===== src/rtl/postadd_sched_pkg.sv =====
// postadd_sched_pkg: shared types and constants for the postadder beat sequencer.
package postadd_sched_pkg;
    localparam int N_SLOT      = 4;
    localparam int SLOT_W      = $clog2(N_SLOT);
    localparam int L3_CARRY    = 8;
    localparam int PA_ACC_MAX  = 2 ** (L3_CARRY - 1);
    localparam int PA_PIPE_LAT = 6;
    localparam int CNT_W       = 8;
    typedef enum logic [2:0] {
        PA_HOLD = 3'b000,
        PA_LOAD = 3'b001,
        PA_ADD  = 3'b010,
        PA_SUB  = 3'b011,
        PA_RSUB = 3'b100,
        PA_NEG  = 3'b101
    } pa_op_t;
    typedef enum logic [1:0] {IDLE, RUN, DRAIN} state_t;
endpackage


===== src/rtl/postadd_sched_if.sv =====
// postadd_sched_if: beat input, postadder control and result-tag signals.
interface postadd_sched_if;
    import postadd_sched_pkg::*;
    logic              in_valid;
    logic              in_ready;
    logic [2:0]        in_op;
    logic [SLOT_W-1:0] in_slot;
    logic              in_last;
    logic              flush;
    logic              issue_en;
    logic [2:0]        mode3;
    logic [SLOT_W-1:0] addr3;
    logic [1:0]        outsel;
    logic              res_valid;
    logic [SLOT_W-1:0] res_slot;
    logic              flush_done;
    logic              err_ovf;
    logic              err_op;
    modport master (
        output in_valid, in_op, in_slot, in_last, flush,
        input  in_ready, issue_en, mode3, addr3, outsel, res_valid, res_slot, flush_done, err_ovf, err_op
    );
    modport slave (
        input  in_valid, in_op, in_slot, in_last, flush,
        output in_ready, issue_en, mode3, addr3, outsel, res_valid, res_slot, flush_done, err_ovf, err_op
    );
endinterface


===== src/rtl/postadd_sched_tag_pipe.sv =====
// pa_tag_pipe: valid+slot shift register tracking job results through the postadder pipeline.
module pa_tag_pipe
    import postadd_sched_pkg::*;
#(
    parameter int DEPTH = PA_PIPE_LAT + 1,
    parameter int W     = SLOT_W
) (
    input  logic         clk,
    input  logic         rst,
    input  logic         push_i,
    input  logic [W-1:0] slot_i,
    output logic         valid_o,
    output logic [W-1:0] slot_o,
    output logic         busy_o
);
    logic [DEPTH-1:0] vld_q;
    logic [W-1:0]     slot_q [DEPTH];

    always_ff @(posedge clk or posedge rst) begin
        if (rst) begin
            vld_q <= '0;
            for (int i = 0; i < DEPTH; i++) slot_q[i] <= '0;
        end else begin
            vld_q     <= {vld_q[DEPTH-2:0], push_i};
            slot_q[0] <= slot_i;
            for (int i = 1; i < DEPTH; i++) slot_q[i] <= slot_q[i-1];
        end
    end

    assign valid_o = vld_q[DEPTH-1];
    assign slot_o  = slot_q[DEPTH-1];
    assign busy_o  = |vld_q;
endmodule


===== src/rtl/postadd_sched.sv =====
// postadd_sched: sequences operand beats into postadder control, tracks per-slot carry headroom
// and tags completed job results with their slot.
module postadd_sched
    import postadd_sched_pkg::*;
(
    input logic            clk,
    input logic            rst,
    postadd_sched_if.slave bus
);
    state_t            state_q, state_d;
    logic [CNT_W-1:0]  cnt_q [N_SLOT];
    logic [CNT_W-1:0]  cnt_d, cur;
    logic              issue_q, ovf_q, op_err_q;
    logic [2:0]        mode_q;
    logic [SLOT_W-1:0] addr_q;
    logic              fire, busy, legal, acc, sat;

    assign bus.in_ready = state_q != DRAIN && !rst;
    assign fire  = bus.in_valid && bus.in_ready;
    assign legal = bus.in_op inside {PA_LOAD, PA_ADD, PA_SUB, PA_RSUB, PA_NEG};
    assign acc   = bus.in_op inside {PA_ADD, PA_SUB, PA_RSUB};
    assign cur   = cnt_q[bus.in_slot];
    assign sat   = cur == CNT_W'(PA_ACC_MAX);

    always_comb begin
        state_d        = state_q;
        bus.flush_done = 1'b0;
        if (state_q == DRAIN) begin
            bus.flush_done = !busy;
            state_d        = busy ? DRAIN : IDLE;
        end else if (bus.flush) state_d = DRAIN;
        else if (fire) state_d = RUN;
        else if (state_q == RUN && !busy) state_d = IDLE;
    end

    // A last beat always leaves the slot clean for the next job, whatever its op.
    always_comb begin
        cnt_d = cur;
        if (bus.in_op == PA_LOAD) cnt_d = CNT_W'(1);
        else if (acc) cnt_d = sat ? cur : cur + 1'b1;
        else if (bus.in_op == PA_NEG && cur == '0) cnt_d = CNT_W'(1);
        if (bus.in_last) cnt_d = '0;
    end

    always_ff @(posedge clk or posedge rst) begin
        if (rst) begin
            state_q  <= IDLE;
            issue_q  <= 1'b0;
            mode_q   <= PA_HOLD;
            addr_q   <= '0;
            ovf_q    <= 1'b0;
            op_err_q <= 1'b0;
            for (int i = 0; i < N_SLOT; i++) cnt_q[i] <= '0;
        end else begin
            state_q  <= state_d;
            issue_q  <= fire;
            mode_q   <= (fire && legal) ? bus.in_op : PA_HOLD;
            ovf_q    <= ovf_q | (fire && acc && sat);
            op_err_q <= op_err_q | (fire && !legal);
            if (fire) begin
                addr_q              <= bus.in_slot;
                cnt_q[bus.in_slot]  <= cnt_d;
            end
        end
    end

    pa_tag_pipe #(.DEPTH(PA_PIPE_LAT + 1), .W(SLOT_W)) u_tags (
        .clk    (clk),
        .rst    (rst),
        .push_i (fire && bus.in_last),
        .slot_i (bus.in_slot),
        .valid_o(bus.res_valid),
        .slot_o (bus.res_slot),
        .busy_o (busy)
    );

    assign bus.issue_en = issue_q;
    assign bus.mode3    = mode_q;
    assign bus.addr3    = addr_q;
    assign bus.outsel   = 2'b10;
    assign bus.err_ovf  = ovf_q;
    assign bus.err_op   = op_err_q;
endmodule


===== src/flat_wrapper.sv =====
// flat-port wrapper written by rule: the top's interface ports become plain ports
module postadd_sched_flat import postadd_sched_pkg::*;
  (clk, rst, bus_in_valid, bus_in_op, bus_in_slot, bus_in_last, bus_flush, bus_in_ready, bus_issue_en, bus_mode3, bus_addr3, bus_outsel, bus_res_valid, bus_res_slot, bus_flush_done, bus_err_ovf, bus_err_op);
  postadd_sched_if bus_i ();
  input logic clk;
  input logic rst;
  input wire logic [$bits(bus_i.in_valid)-1:0] bus_in_valid;
  input wire logic [$bits(bus_i.in_op)-1:0] bus_in_op;
  input wire logic [$bits(bus_i.in_slot)-1:0] bus_in_slot;
  input wire logic [$bits(bus_i.in_last)-1:0] bus_in_last;
  input wire logic [$bits(bus_i.flush)-1:0] bus_flush;
  output wire logic [$bits(bus_i.in_ready)-1:0] bus_in_ready;
  output wire logic [$bits(bus_i.issue_en)-1:0] bus_issue_en;
  output wire logic [$bits(bus_i.mode3)-1:0] bus_mode3;
  output wire logic [$bits(bus_i.addr3)-1:0] bus_addr3;
  output wire logic [$bits(bus_i.outsel)-1:0] bus_outsel;
  output wire logic [$bits(bus_i.res_valid)-1:0] bus_res_valid;
  output wire logic [$bits(bus_i.res_slot)-1:0] bus_res_slot;
  output wire logic [$bits(bus_i.flush_done)-1:0] bus_flush_done;
  output wire logic [$bits(bus_i.err_ovf)-1:0] bus_err_ovf;
  output wire logic [$bits(bus_i.err_op)-1:0] bus_err_op;
  assign bus_i.in_valid = bus_in_valid;
  assign bus_i.in_op = bus_in_op;
  assign bus_i.in_slot = bus_in_slot;
  assign bus_i.in_last = bus_in_last;
  assign bus_i.flush = bus_flush;
  assign bus_in_ready = bus_i.in_ready;
  assign bus_issue_en = bus_i.issue_en;
  assign bus_mode3 = bus_i.mode3;
  assign bus_addr3 = bus_i.addr3;
  assign bus_outsel = bus_i.outsel;
  assign bus_res_valid = bus_i.res_valid;
  assign bus_res_slot = bus_i.res_slot;
  assign bus_flush_done = bus_i.flush_done;
  assign bus_err_ovf = bus_i.err_ovf;
  assign bus_err_op = bus_i.err_op;
  postadd_sched u_core (.clk(clk), .rst(rst), .bus(bus_i));
endmodule

===== config.mk =====
export PLATFORM = sky130hd
export DESIGN_NAME = postadd_sched_flat
export DESIGN_NICKNAME = d
export VERILOG_FILES = /design/src/rtl/postadd_sched_pkg.sv /design/src/rtl/postadd_sched_if.sv /design/src/rtl/postadd_sched_tag_pipe.sv /design/src/rtl/postadd_sched.sv /design/src/flat_wrapper.sv
export SDC_FILE = /design/constraint.sdc
export NUM_CORES = 1
export LEC_CHECK = 0
export BUFFER_PORTS_ARGS = -buffer_cell sky130_fd_sc_hd__buf_4
export CORE_UTILIZATION = 40
export CTS_BUF_LIST = sky130_fd_sc_hd__clkbuf_4
export DETAILED_ROUTE_END_ITERATION = 8
export REMOVE_ABC_BUFFERS = 1
export SKIP_CTS_REPAIR_TIMING = 1
export SLEW_MARGIN = 20
export SYNTH_ARGS = -nofsm -noshare
export SYNTH_HDL_FRONTEND = slang
export SYNTH_SLANG_ARGS = --single-unit
export TNS_END_PERCENT = 5

===== constraint.sdc =====
create_clock -name clk -period 6.4 [get_ports clk]
set_clock_uncertainty 0.1 [all_clocks]
set_input_delay 0.64 -clock clk [delete_from_list [all_inputs] [get_ports clk]]
set_output_delay 0.64 -clock clk [all_outputs]
set_load 0.05 [all_outputs]

* Yosys cells after proc, flatten, opt, wreduce, memory -nomap -nowiden
Index checks and enable logic that the tools add are counted.
** Cells by class
- Bitwise logic cells :: 3
- Mux-type cells :: 18
- Reductions and logical operators :: 18
- Magnitude comparators :: 2
- Add/subtract/negate cells :: 1
- Equality and inequality tests :: 9
** Operator list (count)
- $mux W8 :: 8
- $bwmux W32 :: 1
- $bmux W8 S2 :: 1
- $demux W8 S2 :: 1
- $logic_and A1 B1 Y1 :: 10
- $mux W2 :: 5
- $add A8 B1 Y8 const B :: 1
- $eq A8 B8 Y1 const B :: 1
- $logic_not A8 Y1 :: 1
- $reduce_or A7 Y1 :: 1
- $eq A3 B2 Y1 const B :: 2
- $eq A3 B3 Y1 const B :: 2
- $reduce_bool A5 Y1 :: 1
- $reduce_bool A4 Y1 :: 1
- $eq A3 B1 Y1 const B :: 1
- $ge A3 B3 Y1 const B :: 1
- $logic_not A1 Y1 :: 3
- $lt A3 B1 Y1 const B :: 1
- $mux W3 :: 1
- $not A2 Y3 :: 1
- $reduce_bool A3 Y1 :: 1
- $eq A2 B1 Y1 const B :: 1
- $eq A2 B2 Y1 const B :: 1
- $ne A2 B2 Y1 const B :: 1
- 2 further kinds :: 3
** Storage, ports and cells
- Input port bits :: 10
- Bits in registers :: 63
- Word-level logic and storage cells :: 69
- Output and inout bits :: 15

* Logic depth before layout (Yosys ltp)
- Word-level depth :: 11
- Gate-level depth with buffers :: 10
- Gate-level depth less buffers :: 7

* Hierarchy
A second synthesis with hierarchy kept.
** Unflattened totals
- Cell total of the unflattened synthesis :: 230
- Area total of the unflattened synthesis :: 2717.6 sq um
** By module, submodules not included
- postadd_sched :: area each 2158.3 sq um, sequential area each 1051.0 sq um, times used 1, cells each 203
- pa_tag_pipe :: area each 559.3 sq um, sequential area each 525.5 sq um, times used 1, cells each 27

* Worst setup path before layout
No wires, ideal clock.
- Path type :: input to register
- Start :: in rst
- End :: reg u_core.cnt_q[11] (netlist bit)
- Setup time :: 0.125 ns
- Setup slack :: 2.656 ns
- Stages on the path :: 5
- Arrival time :: 3.519 ns
- Buffers on the path :: 1
- Required time :: 6.175 ns
- Cells stage by stage :: inv_1 nand3_1 clkbuf_1 nor3b_1 mux2_2
** Between the ends
- Longest elaborated chain between the ends :: 3
** RTL lines
- start, declared :: RTL line flat_wrapper.sv:6 : input logic rst;
- $logic_not A1 Y1 :: RTL line postadd_sched.sv:18 : assign bus.in_ready = state_q != DRAIN && !rst;
- $logic_and A1 B1 Y1 :: RTL line postadd_sched.sv:18
- $logic_and A1 B1 Y1 :: RTL line postadd_sched.sv:19 : assign fire = bus.in_valid && bus.in_ready;
- end signal, assigned by index :: RTL line postadd_sched.sv:62 : cnt_q[bus.in_slot] <= cnt_d;
- end, declared :: RTL line postadd_sched.sv:11 : logic [CNT_W-1:0] cnt_q [N_SLOT];
Every way passes these cells.
A chain may end at the register's enable or synchronous reset.

* Final worst setup path
- Start :: in rst
- End :: reg u_core.cnt_q[15] (netlist bit)
The elaborated chain is that of the path after synthesis.

==> qor.yml <==
run_status:
  status: "completed"
sta:
  timing.fmax_mhz: 311
  final_hold_viol_count: 0
  period_minus_slack_ns: 3.22
  finalCritPeriodShare_pct: 50.3
  setup_slack_ns: 3.18
  slew_violations: 0
  rsz0062_at_grt: "false"
  tightest_slew_ns: 0.921
  slew_headroom_pct: 38.4
  setup_viol: 0
  setup_tns_ns: 0
grt:
  grt_pass1_wl_um: 9380
  grtUsageTotal_pct: 17.1
  grt-ovfl-total: 0
  grt_max_degree: 66
  antenna_found_initial: 0
  first_global_vias: 1811
cts:
  clock-sinks: 63
  clkTransAtPathRegs_ns: 0.12
  cts_buffer_depth: 2
  ctsRootBufferMaster: "clkbuf_4"
  htree_num_levels: 3
  insertion_delay_ns: 0.42
  cts_made_buffers: 9
  cts_tree: "built"
place:
  dp_hpwl_um: 3720
  port_buffers: 22
  dp_slack_ns: 2.57
  gp_congestion: 0.736
routing:
  post-route-drc-count: 0
  dr.pass1.iters: 4
  num_vias: 1880
  wl_um: 5540
  wl_per_cell_um: 15.6
  via_per_inst: 5.28
  drt_iter0_markers: 124
  ant_nets: 0
yosys:
  syn_area_per_cell_um2: 12.0
  synth.top_cell.area_share_pct: 55.8
  synth_edf_count: 0
  synth_top_area_cell: "dfrtp_1"
  netlist_area_mm2: 0.00283
  ys_ff_latch: 63
  ys_types: 49
  synth_seq_area_share_pct: 55.8
  ys_top_cells_by_area: "dfrtp_1 56%, mux2_2 6.8%, mux4_2 6.4%"
  synth-main-ff-cell: "dfrtp_1"
  synth-async-reset-ratio_pct: 100
  yosys_warnings: 0
  syn_inst: 236
layout:
  regArea_mm2: 0.00158
  diodes: 0
  drive_above_1_share_pct: 26.5
  fillers: 633
  syn2layout_area_growth_pct: 14.8
  nets: 267
  multi_input_area_mm2: 0.00115
job:
  cap_violations: 0
min_path:
  min_path_type: "flop to flop"
  min_path_cells: 0
  min-delay-start: "u_core.u_tags.slot_q[5]"
  min_to: "u_core.u_tags.slot_q[3]"
critical_path:
  r2r-end: "u_core.cnt_q[20]"
  crit_path_start_kind: "input port"
  crit_start: "rst"
  cp.required_ns: 6.60
  rr_startpoint: "u_core.cnt_q[0]"
  cp-end-kind: "flop"
  crit_type: "input port to flop"
  reg2regPathDepth: 6
  worstPathMaxFanout: 65
  cp.arrival_ns: 3.41
  regToRegSetupSlack_ns: 3.82
power:
  p_per_area_mw_per_mm2: 356
  ir_drop_v: 0.000123
  power.leakage_uw: 0.00148
floorplan:
  io_pins: 25
  core.rowCount: 30
  initial_utilization_pct: 41.6
  fp.dieH_um: 86.0
  die_w_um: 86.0
  core_mm2: 0.00679
  die_area_mm2: 0.00740
routing by layer:
layer	global-route usage (%)	share of wire, %
met1	22.7	46
met2	25.3	47
met3	5.87	5.2
met4	7.73	2.0
met5	0	0
cells in the mapped netlist (all sizes together), types with 2 or more instances:
library cell / count
o211ai: 2
nor3: 3
inv: 7
nand3: 5
conb: 2
a221oi: 2
dfrtp: 63
a211oi: 3
or4: 2
and3b: 2
a31oi: 4
nand2: 23
o22ai: 3
mux4: 8
a21o: 2
nor3b: 6
mux2i: 5
nor2: 12
o2bb2ai: 3
clkbuf: 6
xor2: 2
a21oi: 7
and2: 3
nor4: 2
mux2: 17
buf: 9
o21ai: 10
and3: 2
nand2b: 3
ha: 2
or3: 2
metrics by stage:
stage | cells | hold slack (ns) | cell area [µm²] | power [µW] | utilization [%]
4_1_cts | 356 | 0.249 | 3240 | 1160 | 47.7
3_3_place_gp | 340 | 0.233 | 3040 | 801 | 44.7
2_1_floorplan | 221 | 0.231 | 2750 | 713 | -
6_report | 356 | 0.246 | 3240 | 1160 | 47.8
5_1_grt | 356 | 0.243 | 3240 | 1220 | 47.8
3_5_place_dp | 340 | 0.236 | 3040 | 802 | 44.8
worst max-delay path by stage:
stage | depth (start not counted) | end
CTS | 6 | u_core.cnt_q[23]
floorplan | 4 | u_core.cnt_q[25]
finish | 6 | u_core.cnt_q[15]
global placement | 6 | u_core.cnt_q[25]
global route | 6 | u_core.cnt_q[15]
detailed placement | 6 | u_core.cnt_q[20]
worst max-delay path, stage by stage:
cell and delay (ns):
buf_4 0.11, inv_2 0.03, buf_4 0.61, nand3_1 0.66, nor3b_1 0.94, mux2_2 0.41
power by group:
part	internal, µW	switching [µW]
Clock	203	159
Sequential	462	33.6
Combinational	110	188
Total	774	381
logic make-up (layout without fill, tap and decap cells):
kind of cell	count (synthesis)	in the layout	share of synthesized area, %
AND/OR/NAND/NOR	70	70	13.1
XOR/XNOR	2	2	0.620
adder cells (fa/ha/maj)	2	2	0.886
multiplexers	30	30	14.9
other	2	2	0.266
flip-flops	63	63	55.8
buffers and inverters	23	47	3.85
AO/OA/AOI/OAI	44	44	10.5
flip-flops by register name, summed over array words and instances (netlist names):
register and flops:
u_core.cnt_q 32, u_core.u_tags.slot_q 12, u_core.u_tags.vld_q 7, u_core.bus.mode3 3
u_core.bus.addr3 2, u_core.state_q 2, u_core.u_tags.slot_o 2, u_core.bus.err_op 1
u_core.bus.err_ovf 1, u_core.bus.issue_en 1
layout by cell type (no fill, tap or decap), types with 3 or more instances in the layout:
cell       synthesis  layout
a21oi_1            7       7
mux4_2             8       8
buf_4              5      23
a31oi_1            4       4
o21ai_0            9       9
nor3b_1            5       4
clkbuf_4           0       9
nor2_1            12      12
o2bb2ai_1          3       3
bufinv_16          0       3
a211oi_1           3       3
dfrtp_1           63      63
nand2_1           23      23
nand3_1            5       5
mux2_2            17      17
inv_1              7       6
and2_1             3       3
nand2b_1           3       3
mux2i_1            5       5
o22ai_1            3       3
cell type report:
| cell class | instances | share of cell area, % |
|---|---|---|
| flip-flops and latches | 63 | 48.6 |
| multi-input cells | 150 | 35.4 |
| repair buffers | 23 | 5.32 |
| clock inverters | 7 | 3.93 |
| well taps | 96 | 3.70 |
| clock buffers | 9 | 2.08 |
| inverters | 8 | 0.926 |
Power figures use the tool's default switching activity.
